## config.mk

```make
export PLATFORM = sky130hd
export DESIGN_NAME = uart_mmio
export DESIGN_NICKNAME = d
export VERILOG_FILES = /design/src/rtl/uart_mmio.sv
export SDC_FILE = /design/constraint.sdc
export NUM_CORES = 1
export LEC_CHECK = 0
export CAP_MARGIN = 5
export CORE_MARGIN = 2
export CORE_UTILIZATION = 45
export DETAILED_ROUTE_END_ITERATION = 16
export PLACE_DENSITY = 0.72
export SETUP_SLACK_MARGIN = 0.2
export SLEW_MARGIN = 5
export SYNTH_ARGS = -nofsm -noshare
export SYNTH_HDL_FRONTEND = slang
export SYNTH_SLANG_ARGS = --single-unit
```

## constraint.sdc

```tcl
create_clock -name clk -period 2.5 [get_ports clk]
set_clock_uncertainty 0.2 [all_clocks]
set_input_delay 0.5 -clock clk [delete_from_list [all_inputs] [get_ports clk]]
set_output_delay 0.5 -clock clk [all_outputs]
set_load 0.01 [all_outputs]
```

## src/rtl/uart_mmio.sv

```systemverilog
// uart_mmio: memory-mapped 8N1 UART with DATA/STATUS registers.
// Define UART_RX_FIFO_EN for a 4-entry receive FIFO; otherwise a single holding register.
module uart_mmio #(
  parameter int CLK_HZ = 50000000,
  parameter int BAUD   = 115200
) (
  input  logic        clk,
  input  logic        rst,
  input  logic        sel_i,
  input  logic        we_i,
  input  logic        addr_i,
  input  logic [7:0]  wdata_i,
  output logic [31:0] rdata_o,
  output logic        rd_ack_o,
  output logic        txd_o,
  input  logic        rxd_i
);
  localparam int CLKS_PER_BIT = CLK_HZ / BAUD;
  localparam int CW = $clog2(CLKS_PER_BIT);
  localparam logic [CW-1:0] LAST = CW'(CLKS_PER_BIT - 1);
  localparam logic [CW-1:0] HALF = CW'(CLKS_PER_BIT / 2 - 1);

  typedef enum logic [1:0] {IDLE, START, DATA, STOP} state_t;

  logic rd, wr, stat_clr, pop, push, push_ok, full, frame_bad, ovr_set;
  logic tx_ready, rx_valid, overrun, frame_err;
  logic [7:0] rx_head;

  assign rd       = sel_i & ~we_i;
  assign stat_clr = rd & addr_i;
  assign pop      = rd & ~addr_i & rx_valid;
  assign wr       = sel_i & we_i & ~addr_i & tx_ready;
  assign rdata_o  = addr_i ? {28'd0, frame_err, overrun, rx_valid, tx_ready}
                           : {24'd0, rx_valid ? rx_head : 8'd0};

  always_ff @(posedge clk or negedge rst)
    if (!rst) begin
      rd_ack_o  <= 1'b0;
      overrun   <= 1'b0;
      frame_err <= 1'b0;
    end else begin
      rd_ack_o  <= rd;
      overrun   <= (overrun & ~stat_clr) | ovr_set;
      frame_err <= (frame_err & ~stat_clr) | frame_bad;
    end

  state_t tx_state, tx_next;
  logic [CW-1:0] tx_cnt, tx_cnt_n;
  logic [2:0] tx_bit, tx_bit_n;
  logic [7:0] tx_sh, tx_sh_n;

  always_ff @(posedge clk or negedge rst)
    if (!rst) begin
      tx_state <= IDLE;
      tx_cnt   <= '0;
      tx_bit   <= '0;
      tx_sh    <= '0;
    end else begin
      tx_state <= tx_next;
      tx_cnt   <= tx_cnt_n;
      tx_bit   <= tx_bit_n;
      tx_sh    <= tx_sh_n;
    end

  always_comb begin
    tx_next  = tx_state;
    tx_cnt_n = tx_cnt + CW'(1);
    tx_bit_n = tx_bit;
    tx_sh_n  = tx_sh;
    case (tx_state)
      IDLE: begin
        tx_cnt_n = '0;
        if (wr) begin
          tx_next = START;
          tx_sh_n = wdata_i;
        end
      end
      START: if (tx_cnt == LAST) begin
        tx_cnt_n = '0;
        tx_bit_n = '0;
        tx_next  = DATA;
      end
      DATA: if (tx_cnt == LAST) begin
        tx_cnt_n = '0;
        tx_sh_n  = tx_sh >> 1;
        tx_bit_n = tx_bit + 3'd1;
        tx_next  = tx_bit == 3'd7 ? STOP : DATA;
      end
      STOP: if (tx_cnt == LAST) begin
        tx_cnt_n = '0;
        tx_next  = IDLE;
      end
    endcase
  end

  assign tx_ready = tx_state == IDLE;
  assign txd_o    = tx_state == START ? 1'b0 : tx_state == DATA ? tx_sh[0] : 1'b1;

  state_t rx_state, rx_next;
  logic [1:0] sync;
  logic rx_s, rx_prev;
  logic [CW-1:0] rx_cnt, rx_cnt_n;
  logic [2:0] rx_bit, rx_bit_n;
  logic [7:0] rx_sh, rx_sh_n;

  assign rx_s = sync[1];

  always_ff @(posedge clk or negedge rst)
    if (!rst) begin
      sync     <= 2'b11;
      rx_prev  <= 1'b1;
      rx_state <= IDLE;
      rx_cnt   <= '0;
      rx_bit   <= '0;
      rx_sh    <= '0;
    end else begin
      sync     <= {sync[0], rxd_i};
      rx_prev  <= rx_s;
      rx_state <= rx_next;
      rx_cnt   <= rx_cnt_n;
      rx_bit   <= rx_bit_n;
      rx_sh    <= rx_sh_n;
    end

  // START waits half a bit so every later sample lands mid-bit
  always_comb begin
    rx_next   = rx_state;
    rx_cnt_n  = rx_cnt + CW'(1);
    rx_bit_n  = rx_bit;
    rx_sh_n   = rx_sh;
    push      = 1'b0;
    frame_bad = 1'b0;
    case (rx_state)
      IDLE: begin
        rx_cnt_n = '0;
        if (rx_prev & ~rx_s) rx_next = START;
      end
      START: if (rx_cnt == HALF) begin
        rx_cnt_n = '0;
        rx_bit_n = '0;
        rx_next  = rx_s ? IDLE : DATA;
      end
      DATA: if (rx_cnt == LAST) begin
        rx_cnt_n = '0;
        rx_sh_n  = {rx_s, rx_sh[7:1]};
        rx_bit_n = rx_bit + 3'd1;
        rx_next  = rx_bit == 3'd7 ? STOP : DATA;
      end
      STOP: if (rx_cnt == LAST) begin
        rx_cnt_n  = '0;
        push      = rx_s;
        frame_bad = ~rx_s;
        rx_next   = IDLE;
      end
    endcase
  end

  assign push_ok = push & (~full | pop);
  assign ovr_set = push & full & ~pop;

`ifdef UART_RX_FIFO_EN
  logic [7:0] mem [4];
  logic [1:0] wp, rp;
  logic [2:0] cnt;

  assign full     = cnt == 3'd4;
  assign rx_valid = cnt != 3'd0;
  assign rx_head  = mem[rp];

  always_ff @(posedge clk)
    if (push_ok) mem[wp] <= rx_sh;

  always_ff @(posedge clk or negedge rst)
    if (!rst) begin
      wp  <= '0;
      rp  <= '0;
      cnt <= '0;
    end else begin
      wp  <= wp + {1'b0, push_ok};
      rp  <= rp + {1'b0, pop};
      cnt <= cnt + {2'd0, push_ok} - {2'd0, pop};
    end
`else
  logic [7:0] hold;

  assign full    = rx_valid;
  assign rx_head = hold;

  always_ff @(posedge clk or negedge rst)
    if (!rst) begin
      hold     <= '0;
      rx_valid <= 1'b0;
    end else begin
      if (push_ok) hold <= rx_sh;
      rx_valid <= push_ok | (rx_valid & ~pop);
    end
`endif
endmodule

```

[Word-level counts from Yosys, hierarchy flattened]
Index checks and enable logic that the tools add are counted.
Operators by class
  add/subtract/negate cells: 4
  multiply operators: 0
  divide/modulo/power cells: 0
  magnitude comparators: 0
  equality and inequality tests: 19
  shift operators: 0
  muxes and demuxes: 35
  bitwise operators: 24
  reduce and logical (&&, ||, !) cells: 13
Operators with widths (number)
  8-bit two-way mux: 4
  9-bit two-way mux: 3
  9-bit one-hot mux with 3 select lines: 1
  9-bit by 1-bit adder with 9-bit output, second input constant: 2
  9-bit equality test, second input constant: 2
  2-bit two-way mux: 9
  9-bit one-hot mux with 2 select lines: 1
  2-bit != test, second input constant: 8
  2-bit one-hot mux with 4 select lines: 2
  8-bit one-hot mux with 2 select lines: 1
  1-bit AND: 14
  3-bit two-way mux: 4
  3-bit one-hot mux with 2 select lines: 2
  9-bit by 8-bit equality test with 1-bit output, second input constant: 1
  3-bit AND reduction: 3
  2-bit equality test, second input constant: 4
  1-bit two-way mux: 8
  4-bit AND reduction: 2
  3-bit by 1-bit adder with 3-bit output, second input constant: 2
  3-bit equality test, second input constant: 2
  1-bit inverter: 6
  2-bit nonzero test: 3
  2-bit by 1-bit equality test with 1-bit output, second input constant: 2
  2-bit zero test: 2
  other kinds (4): 7
Storage, ports and cells
  register bits: 59
  latch bits: 0
  bits in writable memories: 0
  memory bits (read-only): 0
  input bits: 14
  output and inout bits: 34
  word-level logic and storage cells: 110
  memories kept: 0

[Logic depth before layout (Yosys ltp)]
  depth after elaboration: 7
  gate-level depth with buffers: 7
  depth with buffers taken out: 6

[Least setup slack after synthesis]
OpenSTA, ideal clock, no wires.
  path type: register to register
  start point: register tx_cnt[1]
  end point: register tx_sh[1]
  setup time: 0.125 ns
  arrival: 1.963 ns
  data required time: 2.175 ns
  setup slack: 0.212 ns
  cell stages (with the launch flop): 8
  path buffers: 1
  period minus slack after synthesis: 2.288 ns
  path through: dfrtp_1 -> inv_1 -> ha_1 -> nand4b_1 -> nor4_1 -> o211a_1 -> buf_4 -> mux2_2
On the way
  longest elaborated chain between the ends: 3
RTL lines
  start, declared: RTL line 48  | logic [CW-1:0] tx_cnt, tx_cnt_n;
  start signal, assigned: RTL line 60  | tx_cnt <= tx_cnt_n;
  9-bit equality test: RTL line 83  | DATA: if (tx_cnt == LAST) begin
  2-bit != test (no source line)
  3-bit AND reduction (no source line)
  end signal, assigned: RTL line 62  | tx_sh <= tx_sh_n;
  end, declared: RTL line 50  | logic [7:0] tx_sh, tx_sh_n;
Every way passes these cells.
A chain may end at the register's enable or synchronous reset.

[Worst setup path after layout]
  start point: register rx_cnt[2]
  end point: register rx_bit[2]
On the way
  longest elaborated chain between the ends: 3
  elaborated cells between the ends (all ways): 5
  those cells by class: eq/ne: 4; reduce/logical: 1
RTL lines
  start, declared: RTL line 102  | logic [CW-1:0] rx_cnt, rx_cnt_n;
  start signal, assigned: RTL line 120  | rx_cnt <= rx_cnt_n;
  9-bit equality test / 9-bit by 8-bit equality test with 1-bit output (equally long branches): RTL line 143, 138
  2-bit != test (no source line)
  3-bit AND reduction (no source line) *
  end signal, assigned: RTL line 121  | rx_bit <= rx_bit_n;
  end, declared: RTL line 103  | logic [2:0] rx_bit, rx_bit_n;
Mark *: on every way between the ends. The rest lies on a longest branch, timed or not.

==> qor.csv <==
metric,value,unit
cp_data_arrival_time,2270,ps
postRouteAntennaNets,0,
io_pins,48,
drc,8,
diodes,0,
cts_buffers,9,
grt_setup_unrepaired,true,
core,0.00642,sq mm
netlist_area,0.00301,sq mm
ff_latch_area,0.00148,sq mm
drt-total-wl,5.02,mm
clockBufferDepth,2,
hold_violations,0,
synth-edff-count,0,
syn_area_per_cell,11.3,sq um
tritoncts,done,
rows,29,
setup_violations,0,
clk_latency,330,ps
drt-initial-drc-count,87,
cp-end-kind,flip-flop,
grt_max_degree,39,
fillers,561,
holdCritPathClass,flip-flop to flip-flop,
vdd_drop_max,0.396,mV
ys_seq_area_frac,0.492,
clkTransAtPathRegs,60,ps
violations,design-rule violations,
portBuffers,23,
htree_levels,3,
vias,1906,
layout_min_cycle_time,2250,ps
die_w,85.8,um
drive_gt1_frac,0.252,
critPathMaxFanout,6,
dieArea,0.00735,sq mm
track_usage,0.152,
synth-main-ff-cell,dfrtp_1,
start_util,0.468,
syn_inst,267,
antenna_found_initial,0,
required,2520,ps
min-delay-start,sync[0],
r2r-start,rx_cnt[2],
synth-async-reset-ratio,1.00,
final_util,0.546,
netlist-cell-type-count,41,
grt_pass1_wl,8.66,mm
dr.pass1.iters,11,
globalRouteOverflowTotal,0,
dp_hpwl,3.54,mm
wl_per_cell,13.0,um
die_height,85.8,um
max_freq,445,MHz
finalMaxSlewViolations,0,
worst-slew-pin-transition,550,ps
cts_num_sinks,59,
cap_viol_max_count,0,
fin_crit_sh,0.899,
root_buffer,clkbuf_8,
slew_headroom,0.630,
worstSetupPathType,flip-flop to flip-flop,
synth-seq-cells,59,
cellPowerDensity,807,mW/mm^2
vias_per_cell,4.93,
startpoint_type,flip-flop,
multi_input_area,0.00134,sq mm
leakagePower,1.67,nW
gp_congestion,0.813,
layout.nets,334,
grt_pass1_vias,1873,
yosysWarnings,0,
syn2layout_area_growth,16.6,%
status,finished with violations,
cp-startpoint,rx_cnt[2],
tns,0,ps
-- sequential cells by signal (all words and copies together), names as in the netlist, named ones only --
| name | cells |
|---|---|
| rd_ack_o | 1 |
| rx_sh | 8 |
| rx_bit | 3 |
| overrun | 1 |
| rx_state | 1 |
| tx_cnt | 9 |
| rx_cnt | 9 |
| hold | 8 |
| full | 1 |
| frame_err | 1 |
| tx_sh | 8 |
| sync | 2 |
| tx_bit | 3 |
| tx_state | 2 |
| rx_prev | 1 |
-- final timing paths --
| check | to | slack (ps) | cells past startpoint |
|---|---|---|---|
| hold reg to reg | sync[1] | 160 | 0 |
| setup / recovery | rx_bit[2] | 250 | 4 |
| min in group asynchronous | tx_sh[4] | 480 | 2 |
| max in group asynchronous | rx_bit[1] | 1040 | 3 |
| hold / removal | sync[1] | 160 | 0 |
| setup reg to reg | rx_bit[2] | 250 | 4 |
-- layout make-up --
| cell class | count | share of cell area |
|---|---|---|
| clock buffers | 10 | 0.0393 |
| clock inverters | 5 | 0.0221 |
| inverters | 16 | 0.0171 |
| multi-input cells | 183 | 0.382 |
| flip-flops and latches | 59 | 0.423 |
| well taps | 77 | 0.0275 |
| repair buffers | 37 | 0.0899 |
-- cell usage in the layout, fill, tap and decap left out, types with 3 or more instances in the layout --
| cell | count |
|---|---|
| dfrtp_1 | 55 |
| mux2_2 | 30 |
| nor2_1 | 24 |
| conb_1 | 24 |
| inv_1 | 16 |
| ha_1 | 13 |
| clkdlybuf4s50_1 | 13 |
| xnor2_1 | 11 |
| clkbuf_8 | 10 |
| buf_4 | 10 |
| nand2_1 | 9 |
| nand3_1 | 8 |
| o21ai_0 | 7 |
| clkbuf_2 | 7 |
| nor3_1 | 4 |
| and2_1 | 4 |
| o21a_1 | 4 |
| a32o_1 | 4 |
| nand2b_1 | 3 |
| nor4_1 | 3 |
| nand4_1 | 3 |
| xor2_1 | 3 |
| a22o_1 | 3 |
| a21oi_1 | 3 |
| mux2i_1 | 3 |
| dfstp_2 | 3 |
-- report_power, final --
group	leakage [nW]	switching, mW	internal, mW
registers	0.785	0.0901	1.08
logic	0.773	0.346	0.370
clock network	0.108	0.363	0.579
-- worst max-delay path: stages (launching register included) --
cell and delay [ps]:
dfrtp_1 440, or4b_4 530, or4_4 450, mux2_4 310
a32o_1 200
-- kinds of logic after synthesis --
| logic type | count (synthesis) | synth area share |
|---|---|---|
| mux | 34 | 0.127 |
| compound gates | 29 | 0.0699 |
| buf+inv | 48 | 0.0928 |
| fa+ha+maj | 14 | 0.0582 |
| other cells | 1 | 0.00125 |
| simple gates | 68 | 0.118 |
| flops | 59 | 0.492 |
| xor+xnor | 14 | 0.0408 |
-- routing by layer --
layer / track usage / vias to the layer above / wire, um / share of wire
li1: - / 949 / - / -
met1: 0.193 / 921 / 2370 / 0.47
met3: 0.0491 / 6 / 180 / 0.036
met5: 0 / - / 0 / 0
met4: 0.0519 / 0 / 60 / 0.012
met2: 0.246 / 30 / 2410 / 0.48
-- synthesized netlist by cell type (2+ instances only) --
cell	number	share of area
inv_1	16	0.020
nand4_1	3	0.0062
nor2b_1	2	0.0042
a32o_1	4	0.013
buf_4	26	0.065
dfstp_2	3	0.026
xnor2_1	11	0.032
o21a_1	4	0.010
mux2i_1	3	0.010
mux2_2	30	0.11
nand2_1	9	0.011
nor2_1	24	0.030
nand3_1	8	0.013
xor2_1	3	0.0087
nor3_1	4	0.0067
a22o_1	3	0.0087
and2_1	4	0.0083
a21oi_1	3	0.0050
ha_1	14	0.058
dfrtp_1	56	0.47
clkbuf_1	5	0.0062
o21ai_0	8	0.013
nand2b_1	3	0.0062
nor4_1	3	0.0062
or2_2	2	0.0042
-- through the flow --
step                setup slack [ps]  instance area, sq um  hold WS, ps  instances  total power, mW
floorplan                        212                  3090         4.41        290             1.73
global placement               -62.5                  3300          147        370             1.89
detailed placement             -59.1                  3300          154        370             1.92
CTS                              186                  3520          164        386             2.87
global route                     175                  3510          166        387             3.01
finish                           252                  3510          159        387             2.83
-- what timing repair did --
item,CTS,global route
hold buffers,1,0
setup endpoints to repair,9,11
buffers inserted,0,1
hold endpoints to repair,18,0
pin swaps,0,0
gates cloned,0,0
resized for setup,15,13
Note: power is estimated with default switching activity, not from simulation.
